===== config.mk =====
export PLATFORM = sky130hd
export DESIGN_NAME = cell_alloc_ctrl_flat
export DESIGN_NICKNAME = d
export VERILOG_FILES = /design/src/rtl/cell_alloc_ctrl_pkg.sv /design/src/rtl/cell_alloc_ctrl_if.sv /design/src/rtl/cell_alloc_ctrl_free_cell_prio_enc.sv /design/src/rtl/cell_alloc_ctrl.sv /design/src/flat_wrapper.sv
export SDC_FILE = /design/constraint.sdc
export NUM_CORES = 1
export LEC_CHECK = 0
export ABC_AREA = 1
export CAP_MARGIN = 20
export CORE_MARGIN = 3
export CORE_UTILIZATION = 40
export DETAILED_ROUTE_END_ITERATION = 7
export PLACE_DENSITY = 0.95
export SETUP_SLACK_MARGIN = 0.5
export SYNTH_ARGS = -nofsm -noshare
export SYNTH_HDL_FRONTEND = slang
export SYNTH_SLANG_ARGS = --single-unit

===== constraint.sdc =====
create_clock -name clk -period 4.2 [get_ports clk]
set_input_delay 0.84 -clock clk [delete_from_list [all_inputs] [get_ports clk]]
set_output_delay 0.84 -clock clk [all_outputs]
set_load 0.01 [all_outputs]

===== src/rtl/cell_alloc_ctrl_pkg.sv =====
// Shared types and constants for the ESFA cell allocation path.
package esfa_pkg;
  localparam int HANDLE_W = 8;
  localparam int CODE_W   = 8;
  localparam logic [HANDLE_W-1:0] NULL_HANDLE = 8'hFF;

  typedef enum logic [1:0] {IDLE, SCAN, CLAIM, RESP} alloc_state_t;

  // Index width for n entries, never narrower than one bit.
  function automatic int idx_w(input int n);
    return (n > 1) ? $clog2(n) : 1;
  endfunction
endpackage


===== src/rtl/cell_alloc_ctrl_if.sv =====
// Sequencer request/response, cell array flags and claim strobe bundled together.
interface cell_alloc_ctrl_if #(parameter int NUM_CELLS = 16);
  import esfa_pkg::*;

  logic                                req_valid;
  logic                                req_ready;
  logic [CODE_W-1:0]                   req_array_code;
  logic [NUM_CELLS-1:0]                cell_free;
  logic [NUM_CELLS-1:0][HANDLE_W-1:0]  cell_handle;
  logic                                claim_valid;
  logic [HANDLE_W-1:0]                 claim_handle;
  logic [CODE_W-1:0]                   claim_array_code;
  logic                                resp_valid;
  logic                                resp_ready;
  logic                                resp_ok;
  logic [HANDLE_W-1:0]                 resp_handle;

  // Allocator side
  modport slave (
    input  req_valid, req_array_code, cell_free, cell_handle, resp_ready,
    output req_ready, claim_valid, claim_handle, claim_array_code,
           resp_valid, resp_ok, resp_handle
  );

  // Sequencer / cell array side
  modport master (
    output req_valid, req_array_code, cell_free, cell_handle, resp_ready,
    input  req_ready, claim_valid, claim_handle, claim_array_code,
           resp_valid, resp_ok, resp_handle
  );
endinterface


===== src/rtl/cell_alloc_ctrl_free_cell_prio_enc.sv =====
// Lowest-index-wins priority encoder over one chunk of free flags.
module free_cell_prio_enc
  import esfa_pkg::*;
#(
  parameter int W  = 4,
  parameter int IW = idx_w(W)
) (
  input  logic [W-1:0]  i_bits,
  output logic          o_hit,
  output logic [IW-1:0] o_idx
);

  // Walk from the top down so the lowest set bit is the last one written.
  always_comb begin
    o_idx = '0;
    for (int i = W - 1; i >= 0; i--) begin
      if (i_bits[i]) o_idx = IW'(i);
    end
    o_hit = |i_bits;
  end

endmodule


===== src/rtl/cell_alloc_ctrl.sv =====
// Allocation initiator: scans free flags a chunk per cycle, claims the
// lowest-index free cell and returns its handle to the sequencer.
module cell_alloc_ctrl
  import esfa_pkg::*;
#(
  parameter int NUM_CELLS = 16,
  parameter int CHUNK     = 4
) (
  input  logic             clk,
  input  logic             rst,
  cell_alloc_ctrl_if.slave bus
);

  localparam int NCHUNK = NUM_CELLS / CHUNK;
  localparam int CIDX_W = idx_w(NCHUNK);
  localparam int JIDX_W = idx_w(CHUNK);

  alloc_state_t        r_state, w_next;
  logic [CIDX_W-1:0]   r_chunk_idx;
  logic [CODE_W-1:0]   r_code;
  logic [HANDLE_W-1:0] r_handle;
  logic                r_resp_ok;
  logic [HANDLE_W-1:0] r_resp_handle;

  // Flags and handles viewed as [chunk][cell-in-chunk] so the live chunk is a plain index.
  logic [NCHUNK-1:0][CHUNK-1:0]               w_free_2d;
  logic [NCHUNK-1:0][CHUNK-1:0][HANDLE_W-1:0] w_hdl_3d;
  logic [CHUNK-1:0]                           w_chunk_bits;
  logic                                       w_hit;
  logic [JIDX_W-1:0]                          w_j;
  logic                                       w_last;

  assign w_free_2d    = bus.cell_free;
  assign w_hdl_3d     = bus.cell_handle;
  // Flags are sampled live each SCAN cycle; earlier chunks are never revisited.
  assign w_chunk_bits = w_free_2d[r_chunk_idx];
  assign w_last       = (r_chunk_idx == CIDX_W'(NCHUNK - 1));

  free_cell_prio_enc #(.W(CHUNK), .IW(JIDX_W)) u_enc (
    .i_bits (w_chunk_bits),
    .o_hit  (w_hit),
    .o_idx  (w_j)
  );

  // State register; reset aborts any operation in flight.
  always_ff @(posedge clk or posedge rst) begin
    if (rst) r_state <= IDLE;
    else     r_state <= w_next;
  end

  // Next state and state-decoded handshake outputs.
  always_comb begin
    w_next          = r_state;
    bus.req_ready   = 1'b0;
    bus.claim_valid = 1'b0;
    bus.resp_valid  = 1'b0;
    case (r_state)
      IDLE: begin
        bus.req_ready = 1'b1;
        if (bus.req_valid) w_next = SCAN;
      end
      SCAN: begin
        if (w_hit)       w_next = CLAIM;
        else if (w_last) w_next = RESP;
      end
      CLAIM: begin
        bus.claim_valid = 1'b1;
        w_next          = RESP;
      end
      RESP: begin
        bus.resp_valid = 1'b1;
        if (bus.resp_ready) w_next = IDLE;
      end
      default: w_next = IDLE;
    endcase
  end

  // Datapath latches: request code, scan position, found handle and response.
  always_ff @(posedge clk or posedge rst) begin
    if (rst) begin
      r_chunk_idx   <= '0;
      r_code        <= '0;
      r_handle      <= '0;
      r_resp_ok     <= 1'b0;
      r_resp_handle <= NULL_HANDLE;
    end else begin
      case (r_state)
        IDLE: begin
          if (bus.req_valid) begin
            r_code      <= bus.req_array_code;
            r_chunk_idx <= '0;
          end
        end
        SCAN: begin
          if (w_hit) begin
            r_handle <= w_hdl_3d[r_chunk_idx][w_j];
          end else if (w_last) begin
            r_resp_ok     <= 1'b0;
            r_resp_handle <= NULL_HANDLE;
          end else begin
            r_chunk_idx <= r_chunk_idx + CIDX_W'(1);
          end
        end
        CLAIM: begin
          r_resp_ok     <= 1'b1;
          r_resp_handle <= r_handle;
        end
        default: ;
      endcase
    end
  end

  assign bus.claim_handle     = r_handle;
  assign bus.claim_array_code = r_code;
  assign bus.resp_ok          = r_resp_ok;
  assign bus.resp_handle      = r_resp_handle;

endmodule


===== src/flat_wrapper.sv =====
// flat-port wrapper written by rule: the top's interface ports become plain ports
module cell_alloc_ctrl_flat import esfa_pkg::*;
#(
  parameter int NUM_CELLS = 16,
  parameter int CHUNK     = 4
)
  (clk, rst, bus_req_valid, bus_req_array_code, bus_cell_free, bus_cell_handle, bus_resp_ready, bus_req_ready, bus_claim_valid, bus_claim_handle, bus_claim_array_code, bus_resp_valid, bus_resp_ok, bus_resp_handle);
  cell_alloc_ctrl_if #(.NUM_CELLS(NUM_CELLS)) bus_i ();
  input  logic clk;
  input  logic rst;
  input wire logic [$bits(bus_i.req_valid)-1:0] bus_req_valid;
  input wire logic [$bits(bus_i.req_array_code)-1:0] bus_req_array_code;
  input wire logic [$bits(bus_i.cell_free)-1:0] bus_cell_free;
  input wire logic [$bits(bus_i.cell_handle)-1:0] bus_cell_handle;
  input wire logic [$bits(bus_i.resp_ready)-1:0] bus_resp_ready;
  output wire logic [$bits(bus_i.req_ready)-1:0] bus_req_ready;
  output wire logic [$bits(bus_i.claim_valid)-1:0] bus_claim_valid;
  output wire logic [$bits(bus_i.claim_handle)-1:0] bus_claim_handle;
  output wire logic [$bits(bus_i.claim_array_code)-1:0] bus_claim_array_code;
  output wire logic [$bits(bus_i.resp_valid)-1:0] bus_resp_valid;
  output wire logic [$bits(bus_i.resp_ok)-1:0] bus_resp_ok;
  output wire logic [$bits(bus_i.resp_handle)-1:0] bus_resp_handle;
  assign bus_i.req_valid = bus_req_valid;
  assign bus_i.req_array_code = bus_req_array_code;
  assign bus_i.cell_free = bus_cell_free;
  assign bus_i.cell_handle = bus_cell_handle;
  assign bus_i.resp_ready = bus_resp_ready;
  assign bus_req_ready = bus_i.req_ready;
  assign bus_claim_valid = bus_i.claim_valid;
  assign bus_claim_handle = bus_i.claim_handle;
  assign bus_claim_array_code = bus_i.claim_array_code;
  assign bus_resp_valid = bus_i.resp_valid;
  assign bus_resp_ok = bus_i.resp_ok;
  assign bus_resp_handle = bus_i.resp_handle;
  cell_alloc_ctrl #(.NUM_CELLS(NUM_CELLS), .CHUNK(CHUNK)) u_core (.clk(clk), .rst(rst), .bus(bus_i));
endmodule

Word-level counts from Yosys, hierarchy flattened. Cells that the tools add are included.

Bits in registers: 29. Bits of input ports: 156. Output and inout port bits: 28. Logic and storage cells: 56.

$add $sub $neg: 1. $lt $le $gt $ge: 2. Equality and inequality tests: 10. Mux-type cells: 28. Reductions and logical operators: 9.

Operators by type and width (number): $bmux 32 s2 (1); $mux 32 (1); $mux 8 (3); $mux 2 (11); $bmux 8 s2 (1); $pmux 8 s2 (1); $bmux 4 s2 (1); $ne 2x2->1 const B (4); $pmux 2 s4 (1); $eq 2x2->1 const B (3); $lt 2x3->1 const B (2); $reduce_and 3->1 (2); $mux 1 (5); $mux 4 (1); $pmux 2 s2 (1); $reduce_and 2->1 (2); $reduce_and 4->1 (1); $reduce_bool 2->1 (2); $reduce_or 4->1 (1); $ne 3x2->1 const B (1); $add 2x1->2 const B (1); $eq 2x1->1 const B (1); $logic_not 2->1 (1); $ne 2x1->1 const B (1); $pmux 1 s2 (1).

Longest topological paths before layout. Gate-level depths: netlist of run 1.

Word-level depth: 8. Mapped depth: 15. Mapped depth without buffers: 12.

By module. From an unflattened synthesis of run 1, not the netlist that was laid out.

Cell total of the unflattened synthesis: 433. Area total of the unflattened synthesis: 2645.0 µm².

By module, submodules not included: cell_alloc_ctrl (instances 1, cells each 424, area an instance 2598.7 µm², seq. area each 735.7 µm²); free_cell_prio_enc (instances 1, cells each 9, area an instance 46.3 µm², seq. area each 0.0 µm²).

Least setup slack after synthesis of run 1. Ideal clock, no wire load.

Path kind: input to register. Start point: in bus_cell_free[5]. End point: reg u_core.r_handle[0] (netlist: u_core.bus.claim_handle[0]). Setup time: 0.113 ns. Arrival time: 1.774 ns. Data required time: 4.087 ns. Setup slack: 2.313 ns. Cell stages on the path: 12. Path buffers: 1. Cell sequence: nand2_1 -> nand3_1 -> nand2_1 -> nand2_2 -> inv_2 -> nand2_2 -> buf_2 -> nand2_1 -> nand3_1 -> nand3_1 -> nand2_1 -> inv_1.

Longest elaborated chain between the ends: 6. Elaborated cells between the ends (all ways): 8. Those cells by class: mux (6); reduce/logical (2).

Ends and longest elaborated chain: from (decl) (RTL line flat_wrapper.sv:13) `input wire logic [$bits(bus_i.cell_free)-1:0] bus_cell_free;`; $bmux 4 s2 (*) (RTL line cell_alloc_ctrl.sv:36) `assign w_chunk_bits = w_free_2d[r_chunk_idx];`; $mux 4 (not written as such) (*) (RTL line cell_alloc_ctrl.sv:36); $mux 2 (2 in a row) (RTL line cell_alloc_ctrl_free_cell_prio_enc.sv:17) `if (i_bits[i]) o_idx = IW'(i);`; $bmux 8 s2 (RTL line cell_alloc_ctrl.sv:96) `r_handle <= w_hdl_3d[r_chunk_idx][w_j];`; $mux 8 (not written as such) (RTL line cell_alloc_ctrl.sv:96); to (signal assigned) (RTL line cell_alloc_ctrl.sv:96); to (decl) (RTL line cell_alloc_ctrl.sv:21) `logic [HANDLE_W-1:0] r_handle;`.

Mark *: on every way between the ends. The rest lies on a longest branch, timed or not. The select of a mux whose other input is x is not followed. A chain may end at the register's enable or synchronous reset.

Worst setup path after layout of run 1.
Start point: reg u_core.r_chunk_idx[0]. End point: reg u_core.r_chunk_idx[1].

Longest elaborated chain between the ends: 5. Elaborated cells between the ends (all ways): 11. Those cells by class: add/sub (1); eq/ne (3); mux (5); reduce/logical (2).

Ends and longest elaborated chain: from (decl) (RTL line cell_alloc_ctrl.sv:19) `logic [CIDX_W-1:0] r_chunk_idx;`; from (signal assigned) (RTL line cell_alloc_ctrl.sv:101) `r_chunk_idx <= r_chunk_idx + CIDX_W'(1);`; $bmux 4 s2 (RTL line cell_alloc_ctrl.sv:36); $mux 4 (not written as such) (RTL line cell_alloc_ctrl.sv:36); $reduce_or 4->1 (RTL line cell_alloc_ctrl_free_cell_prio_enc.sv:19) `o_hit = |i_bits;`; $ne 2x2->1 (no source line); $reduce_and 4->1 (no source line).

Parallel ways exist; a longest one is shown, timed or not. The select of a mux whose other input is x is not followed.

==> Implementation_results.wiki, run 1 <==
{| class="wikitable"
! Metric !! Value
|-
| Run status || complete, no violations
|-
| Simple-gate share of the synthesized area || 0.394
|-
| Critical Path Start Type || flip-flop
|-
| Slack of the worst reg-to-reg path || 1460 ps
|-
| Highest Clock Rate || 365 MHz
|-
| Clk_lat worst skew || ~280 ps
|-
| Total of endpoints with negative setup slack in the final report || 0
|-
| Warnings, synthesis || 0
|-
| RSZ-0062 raised after global routing || false
|-
| Via count of the first global-routing pass || between 3k and 4k
|-
| Maximum number of pins on one net before global-route repair || 52
|-
| Clock tree root driver cell || clkbuf_8
|-
| Clk sinks || 29
|-
| Overall Global Routing Usage || 0.276
|-
| Placeable core region || 6600 µm²
|-
| Fillers || 528
|-
| Most instantiated flip-flop cell in the synthesis netlist || dfrtp_1
|-
| Arr. time, crit path || 2880 ps
|-
| Synthesized netlist net count || 634
|-
| Clock input transition at the sequential cells of the worst setup and hold paths || 60 ps
|-
| Mux contribution to synthesized area || 0.0320
|-
| WHS Path Cells || 1
|-
| Register bit count reported by yosys || 29
|-
| Delay-heaviest family, CP || compound AO/OA/AOI/OAI gates
|-
| Area share of fa/ha/maj cells after synthesis || 0.0266
|-
| Routed wire per std cell || 15.3 µm
|-
| Maximum cell stage delay along the critical path || 710 ps
|-
| Die Span X || 90.0 µm
|-
| Die outline area || 8090 µm²
|-
| Final setup skew || between 2 and 3 ps
|-
| Final critical-path required period || 2740 ps
|-
| Min-Delay Startpoint || u_core.bus.claim_array_code[7]
|-
| Critical-path maximum fanout || 39
|-
| Count of distinct cell types in the synthesized netlist || 27
|-
| Buffer depth of the longest clock path || 2
|-
| Slew of the pin with the lowest slew margin || 717 ps
|-
| Count of unresolved DRC violations after routing || 0
|-
| Antenna cells || 0
|-
| Final standard cell count with taps included and fillers excluded || between 700 and 800
|-
| Initial Utilization || 0.427
|-
| Rel. slew slack || 0.522
|-
| Multi-input gate area in the final layout || 1780 µm²
|-
| Syn Inst Count || 472
|-
| Post-CTS Hold Buffers || 0
|-
| Most frequent cells in the layout || clkdlybuf4s50_1 (183), nand2_1 (147), nand3_1 (67), o21ai_0 (51), inv_1 (43)
|-
| Weighted congestion at the end of routability-driven global placement || 0.913
|-
| Fraction of the mapped netlist area in compound gates || 0.178
|-
| Cells on worst reg2reg path || 9
|-
| Placed Cells || 725
|-
| Most common library cell in the layout ignoring fill and taps || clkdlybuf4s50_1
|-
| Power per Cell Area || 502 nW/µm²
|-
| Sequence of cells on the critical path || inv_2 -> nand2_2 -> nand3_1 -> nand2_1 -> nand2_4 -> o21ai_4 -> o211ai_1 -> nand2_1 -> o21ai_0
|-
| Mapped Avg Cell Area || 5.97 µm²
|-
| H-tree levels || 2
|-
| Sum Neg Setup Slack || 0 ps
|-
| Buffers and inverters on the worst path || 1
|-
| Min Hold Slack || 508 ps
|-
| Sequential cell area || about 740 µm²
|-
| Max-cap check violation count || 0
|-
| Ports || 184
|-
| DR vias/cell || 5.24
|-
| Buffers added on ports || 183
|-
| DRC marker count from the first detailed-route iteration || 382
|-
| ANT nets after route || 0
|-
| CTS buffer count || 5
|-
| Initial antenna violation count || 0
|-
| Chip Height || 90.0 µm
|-
| Xor-xnor portion of the synthesized cell area || 0
|-
| Post-synthesis async set-or-reset flop share || 1.00
|-
| Number of gates resized after CTS || 0
|-
| Layout area overhead || 69.9%
|-
| Critical R2R Launch || u_core.r_chunk_idx[0]
|-
| Cell Area, Synth || 2820 µm²
|-
| Cell occurring most often along the worst timing path || nand2_1
|-
| Dominant combinational cell family by area after synthesis || simple AND/OR/NAND/NOR gates
|-
| Number of setup buffers added after CTS || 0
|-
| Peak VDD IR || around 0.32 mV
|-
| Leftover overflow at the end of global routing || 0
|-
| Ratio of cells with drive above 1 in the final layout || 0.0671
|-
| Total length of routed wires || roughly 11000 µm
|-
| Critical Path Slowest Stage Cell || dfrtp_2
|-
| End point of the most critical hold path || u_core.bus.claim_array_code[7]
|-
| CTS tree || done
|-
| Final net count || between 800 and 900
|-
| CP Class || reg2reg
|-
| Number of hold violations in the final report || 0
|-
| Post-synth EDFFs || 0
|-
| Critical path data required time || around 4400 ps
|-
| Via count || just under 4k
|-
| Total leakage power || 2.18 nW
|-
| Period utilisation layout || 0.651
|-
| End of the worst register-to-register path || u_core.r_chunk_idx[1]
|-
| Proportion of synthesized chip area in sequential cells || 0.261
|-
| DR pass1 iterations || 5
|-
| Type of element capturing the critical path || flip-flop
|-
| Wire length of the first global-routing pass || 18400 µm
|-
| Final Max Slew Viols || 0
|-
| Std-Cell Rows || 29
|-
| Half-perimeter wire length after placement || between 8000 and 9000 µm
|-
| Worst Hold Class || reg2reg
|}
==> per-layer routing <==
layer | track usage | up-vias | wire (µm)
met5 | 0 | - | 0
met4 | 0.0944 | 0 | 320
met3 | 0.0492 | 32 | 882
met2 | 0.491 | 208 | 5690
met1 | 0.334 | 1746 | 4320
li1 | - | 1861 | -
==> registers in the layout, indices dropped and copies added, names as in the netlist <==
signal / cells
u_core.bus.claim_array_code: 8
u_core.r_chunk_idx: 2
u_core.bus.resp_handle: 8
u_core.bus.claim_handle: 8
u_core.bus.resp_ok: 1
u_core.r_state: 2
==> through the flow <==
stage | utilization | power (mW) | worst slack [ps] | instance area (µm²)
final | 0.725 | 2.40 | 1460 | 4790
after global routing | 0.725 | 2.61 | 1260 | 4790
after CTS | 0.721 | 2.40 | 1510 | 4760
after detailed placement | 0.707 | 2.14 | 1460 | 4670
after global placement | 0.707 | 2.08 | 1560 | 4670
after floorplan | - | 1.51 | 2310 | 2820
==> power breakdown <==
| group | total [mW] | switching (mW) | internal [mW] |
|---|---|---|---|
| registers | 0.537 | 0.105 | 0.432 |
| clock network | 0.241 | 0.107 | 0.133 |
| logic | 1.63 | 0.916 | 0.711 |
==> layout make-up <==
class	count	share of cell area
inverters	47	0.0368
well taps	93	0.0243
multi-input cells	369	0.372
flip-flops and latches	29	0.154
clock buffers	8	0.0188
repair buffers	188	0.395
==> synth_stat cells (3+ instances only) <==
| library cell | instances | area (µm²) |
|---|---|---|
| o22a_1 | 8 | 70.1 |
| dfrtp_1 | 21 | 526 |
| ha_1 | 6 | 75.1 |
| o21ai_0 | 51 | 255 |
| inv_2 | 3 | 11.3 |
| mux2_2 | 8 | 90.1 |
| nor2_1 | 42 | 158 |
| inv_1 | 43 | 161 |
| a21oi_1 | 24 | 120 |
| nand2_2 | 6 | 37.5 |
| clkbuf_1 | 13 | 48.8 |
| buf_2 | 9 | 45.0 |
| dfstp_2 | 8 | 210 |
| nand3_1 | 67 | 335 |
| nand2_1 | 147 | 552 |
==> how the worst max path moves through the flow <==
stage,startpoint,end,slack [ps],cells past startpoint
global route,u_core.r_chunk_idx[0],u_core.r_chunk_idx[1],1260,8
CTS,u_core.r_chunk_idx[0],u_core.r_chunk_idx[1],1510,9
floorplan,bus_cell_free[5],u_core.bus.claim_handle[0],2310,12
finish,u_core.r_chunk_idx[0],u_core.r_chunk_idx[1],1460,9
global placement,bus_cell_free[3],u_core.r_chunk_idx[0],1560,9
detailed placement,bus_cell_free[3],u_core.r_chunk_idx[1],1460,9
==> worst register-to-register path, cell delays in order (launching register included) <==
cell and delay, ps:
dfrtp_2 710, inv_2 430, nand2_2 170, nand3_1 90
nand2_1 130, nand2_4 160, o21ai_4 460, o211ai_1 250
nand2_1 110, o21ai_0 100
==> kinds of logic after synthesis <==
kind of cell,Yosys count
buffers and inverters,74
AO/OA/AOI/OAI,90
flip-flops,29
adder cells (fa/ha/maj),6
AND/OR/NAND/NOR,265
multiplexers,8
Note: power is estimated with default switching activity, not from simulation.
==> run 2: changes to the inputs <==
Settings changed: CORE_UTILIZATION 40 to 37, PLACE_DENSITY 0.95 to 0.93.
Clock period 4.2 ns to 2.6 ns, I/O delays scaled along.
==> Implementation_results.wiki, run 2 (same netlist as run 1, synthesis figures left out) <==
{| class="wikitable"
! Metric !! Value
|-
| Run status || complete, no violations (unchanged)
|-
| Overall Global Routing Usage || 0.251 (was 0.276)
|-
| Post-CTS Hold Buffers || 0 (unchanged)
|-
| Most frequent cells in the layout || clkdlybuf4s50_1 (181), nand2_1 (147), nand3_1 (67), o21ai_0 (51), inv_1 (43) (was clkdlybuf4s50_1 (183), nand2_1 (147), nand3_1 (67), o21ai_0 (51), inv_1 (43))
|-
| Overall power after layout || 3.98 mW (was 2.40 mW)
|-
| Final setup skew || 5.67 ps (was 2.86 ps)
|-
| Layout area overhead || 72.4% (was 69.9%)
|-
| Total of endpoints with negative setup slack in the final report || 0 (unchanged)
|-
| Number of hold violations in the final report || 0 (unchanged)
|-
| Buffer depth of the longest clock path || 2 (unchanged)
|-
| Power per Cell Area || 818 nW/µm² (was 502 nW/µm²)
|-
| Placeable core region || 7330 µm² (was 6600 µm²)
|-
| Maximum number of pins on one net before global-route repair || 55 (was 52)
|-
| Peak VDD IR || 0.477 mV (was 0.321 mV)
|-
| Clk_lat worst skew || 280 ps (about the same)
|-
| Critical path data required time || 2080 ps (was 4350 ps)
|-
| Rel. slew slack || 0.439 (was 0.522)
|-
| Sequential cell area || 737 µm² (unchanged)
|-
| Cells on worst reg2reg path || 11 (was 9)
|-
| Half-perimeter wire length after placement || 8870 µm (was 8690 µm)
|-
| Slack of the worst reg-to-reg path || 660 ps (was 1460 ps)
|-
| Antenna cells || 0 (unchanged)
|-
| Clock input transition at the sequential cells of the worst setup and hold paths || 70 ps (was 60 ps)
|-
| Highest Clock Rate || between 500 and 600 MHz
|-
| Critical-path maximum fanout || 5 (was 39)
|-
| WHS Path Cells || 1 (unchanged)
|-
| Via count of the first global-routing pass || 3836 (was 3830)
|-
| Worst Hold Class || reg2reg (unchanged)
|-
| Arr. time, crit path || 1440 ps (was 2880 ps)
|-
| Slew of the pin with the lowest slew margin || 840 ps (was 717 ps)
|-
| ANT nets after route || 0 (unchanged)
|-
| Critical R2R Launch || u_core.r_chunk_idx[1] (was u_core.r_chunk_idx[0])
|-
| Total leakage power || 2.23 nW (was 2.18 nW)
|-
| Final net count || 812 (was 802)
|-
| Period utilisation layout || 0.752
|-
| DR pass1 iterations || 5 (unchanged)
|-
| RSZ-0062 raised after global routing || true (was false)
|-
| Leftover overflow at the end of global routing || 0 (unchanged)
|-
| Clock tree root driver cell || clkbuf_8 (unchanged)
|-
| CTS tree || done (unchanged)
|-
| Weighted congestion at the end of routability-driven global placement || 0.936 (was 0.913)
|-
| Final standard cell count with taps included and fillers excluded || 750 (was 734)
|-
| Count of unresolved DRC violations after routing || 0 (unchanged)
|-
| Min-Delay Startpoint || u_core.bus.claim_array_code[6] (was u_core.bus.claim_array_code[7])
|-
| End point of the most critical hold path || u_core.bus.claim_array_code[6] (was u_core.bus.claim_array_code[7])
|-
| Die Span X || 93.3 µm (was 90.0 µm)
|-
| Initial Utilization || 0.385 (was 0.427)
|-
| Buffers added on ports || 183 (unchanged)
|-
| Via count || 3852 (was 3847)
|-
| Total length of routed wires || 11200 µm (about the same)
|-
| Max-cap check violation count || 0 (unchanged)
|-
| DR vias/cell || 5.14 (was 5.24)
|-
| Routed wire per std cell || 15.0 µm (was 15.3 µm)
|-
| Die outline area || 8700 µm² (was 8090 µm²)
|-
| Clk sinks || 29 (unchanged)
|-
| Initial antenna violation count || 0 (unchanged)
|-
| DRC marker count from the first detailed-route iteration || 325 (was 382)
|-
| End of the worst register-to-register path || u_core.bus.claim_handle[4] (was u_core.r_chunk_idx[1])
|-
| CP Class || reg2out (was reg2reg)
|-
| H-tree levels || 2 (unchanged)
|-
| Multi-input gate area in the final layout || 1780 µm² (unchanged)
|-
| Most common library cell in the layout ignoring fill and taps || clkdlybuf4s50_1 (unchanged)
|-
| Sum Neg Setup Slack || 0 ps (unchanged)
|-
| Std-Cell Rows || 31 (was 29)
|-
| Chip Height || 93.3 µm (was 90.0 µm)
|-
| Ratio of cells with drive above 1 in the final layout || 0.0845 (was 0.0671)
|-
| CTS buffer count || 5 (unchanged)
|-
| Placed Cells || 738 (was 725)
|-
| Final critical-path required period || 1960 ps
|-
| Type of element capturing the critical path || output pin (was flip-flop)
|-
| Critical Path Start Type || flip-flop (unchanged)
|-
| Fillers || 588 (was 528)
|-
| Final Max Slew Viols || 0 (unchanged)
|-
| Ports || 184 (unchanged)
|-
| Wire length of the first global-routing pass || 17700 µm (was 18400 µm)
|}
==> run 2: cell count changes in the layout (fill, tap and decap cells not counted), moves of 2 or more <==
cell	previous run	this run
buf_6	0	3
dlygate4sd2_1	0	2
buf_4	4	12
clkinv_2	0	2
clkdlybuf4s50_1	183	181
==> run 2: worst max-delay path by stage <==
stage	slack (ps)	startpoint	to
finish	640	u_core.r_state[1]	bus_resp_valid
global route	470	u_core.r_chunk_idx[1]	u_core.bus.claim_handle[4]
CTS	510	u_core.r_chunk_idx[1]	u_core.bus.claim_handle[4]
global placement	420	bus_cell_free[7]	u_core.bus.resp_handle[4]
detailed placement	310	bus_cell_free[11]	u_core.bus.resp_handle[7]
floorplan	830	u_core.r_state[1]	u_core.bus.resp_handle[0]
==> run 2: worst max-delay path, stage by stage, from the launching register on <==
cell and delay [ps]:
dfrtp_1 400, ha_1 200, clkdlybuf4s50_1 550
==> run 2: power breakdown <==
group	internal, mW	leakage (nW)	switching (mW)	total [mW]
Combinational	1.23	1.86	1.54	2.77
Clock	0.185	0.0450	0.177	0.362
Sequential	0.700	0.329	0.148	0.848
Total	2.11	2.23	1.87	3.98
==> run 2: layer usage <==
layer | part of all wire | track usage | up-vias | wire, µm
met5 | 0 | 0 | - | 0
met4 | 0.030 | 0.0879 | 0 | 340
met3 | 0.076 | 0.0491 | 35 | 848
met2 | 0.51 | 0.462 | 186 | 5780
met1 | 0.38 | 0.287 | 1752 | 4260
li1 | - | - | 1879 | -
==> run 2: stage by stage <==
step	hold slack, ps	setup slack [ps]	util	cell area [µm²]
floorplan	504	834	-	2820
global placement	486	417	0.645	4730
detailed placement	480	314	0.645	4730
CTS	512	509	0.656	4810
global route	521	468	0.663	4860
finish	512	645	0.663	4860
==> run 2: final cells by class <==
| cell class | count | area share |
|---|---|---|
| clock inverter | 2 | 0.00206 |
| multi-input combinational | 369 | 0.366 |
| sequential | 29 | 0.152 |
| inverter | 47 | 0.0381 |
| timing repair buffer | 198 | 0.402 |
| clock buffer | 6 | 0.0149 |
| tap | 99 | 0.0255 |
==> run 2: timing repair <==
item / CTS / global route
pin swaps: 0 / 1
endpoints found under the hold margin: 0 / 0
gates resized for setup: 2 / 7
setup endpoints to repair: 2 / 19
cloned: 0 / 0
setup buffers: 0 / 4
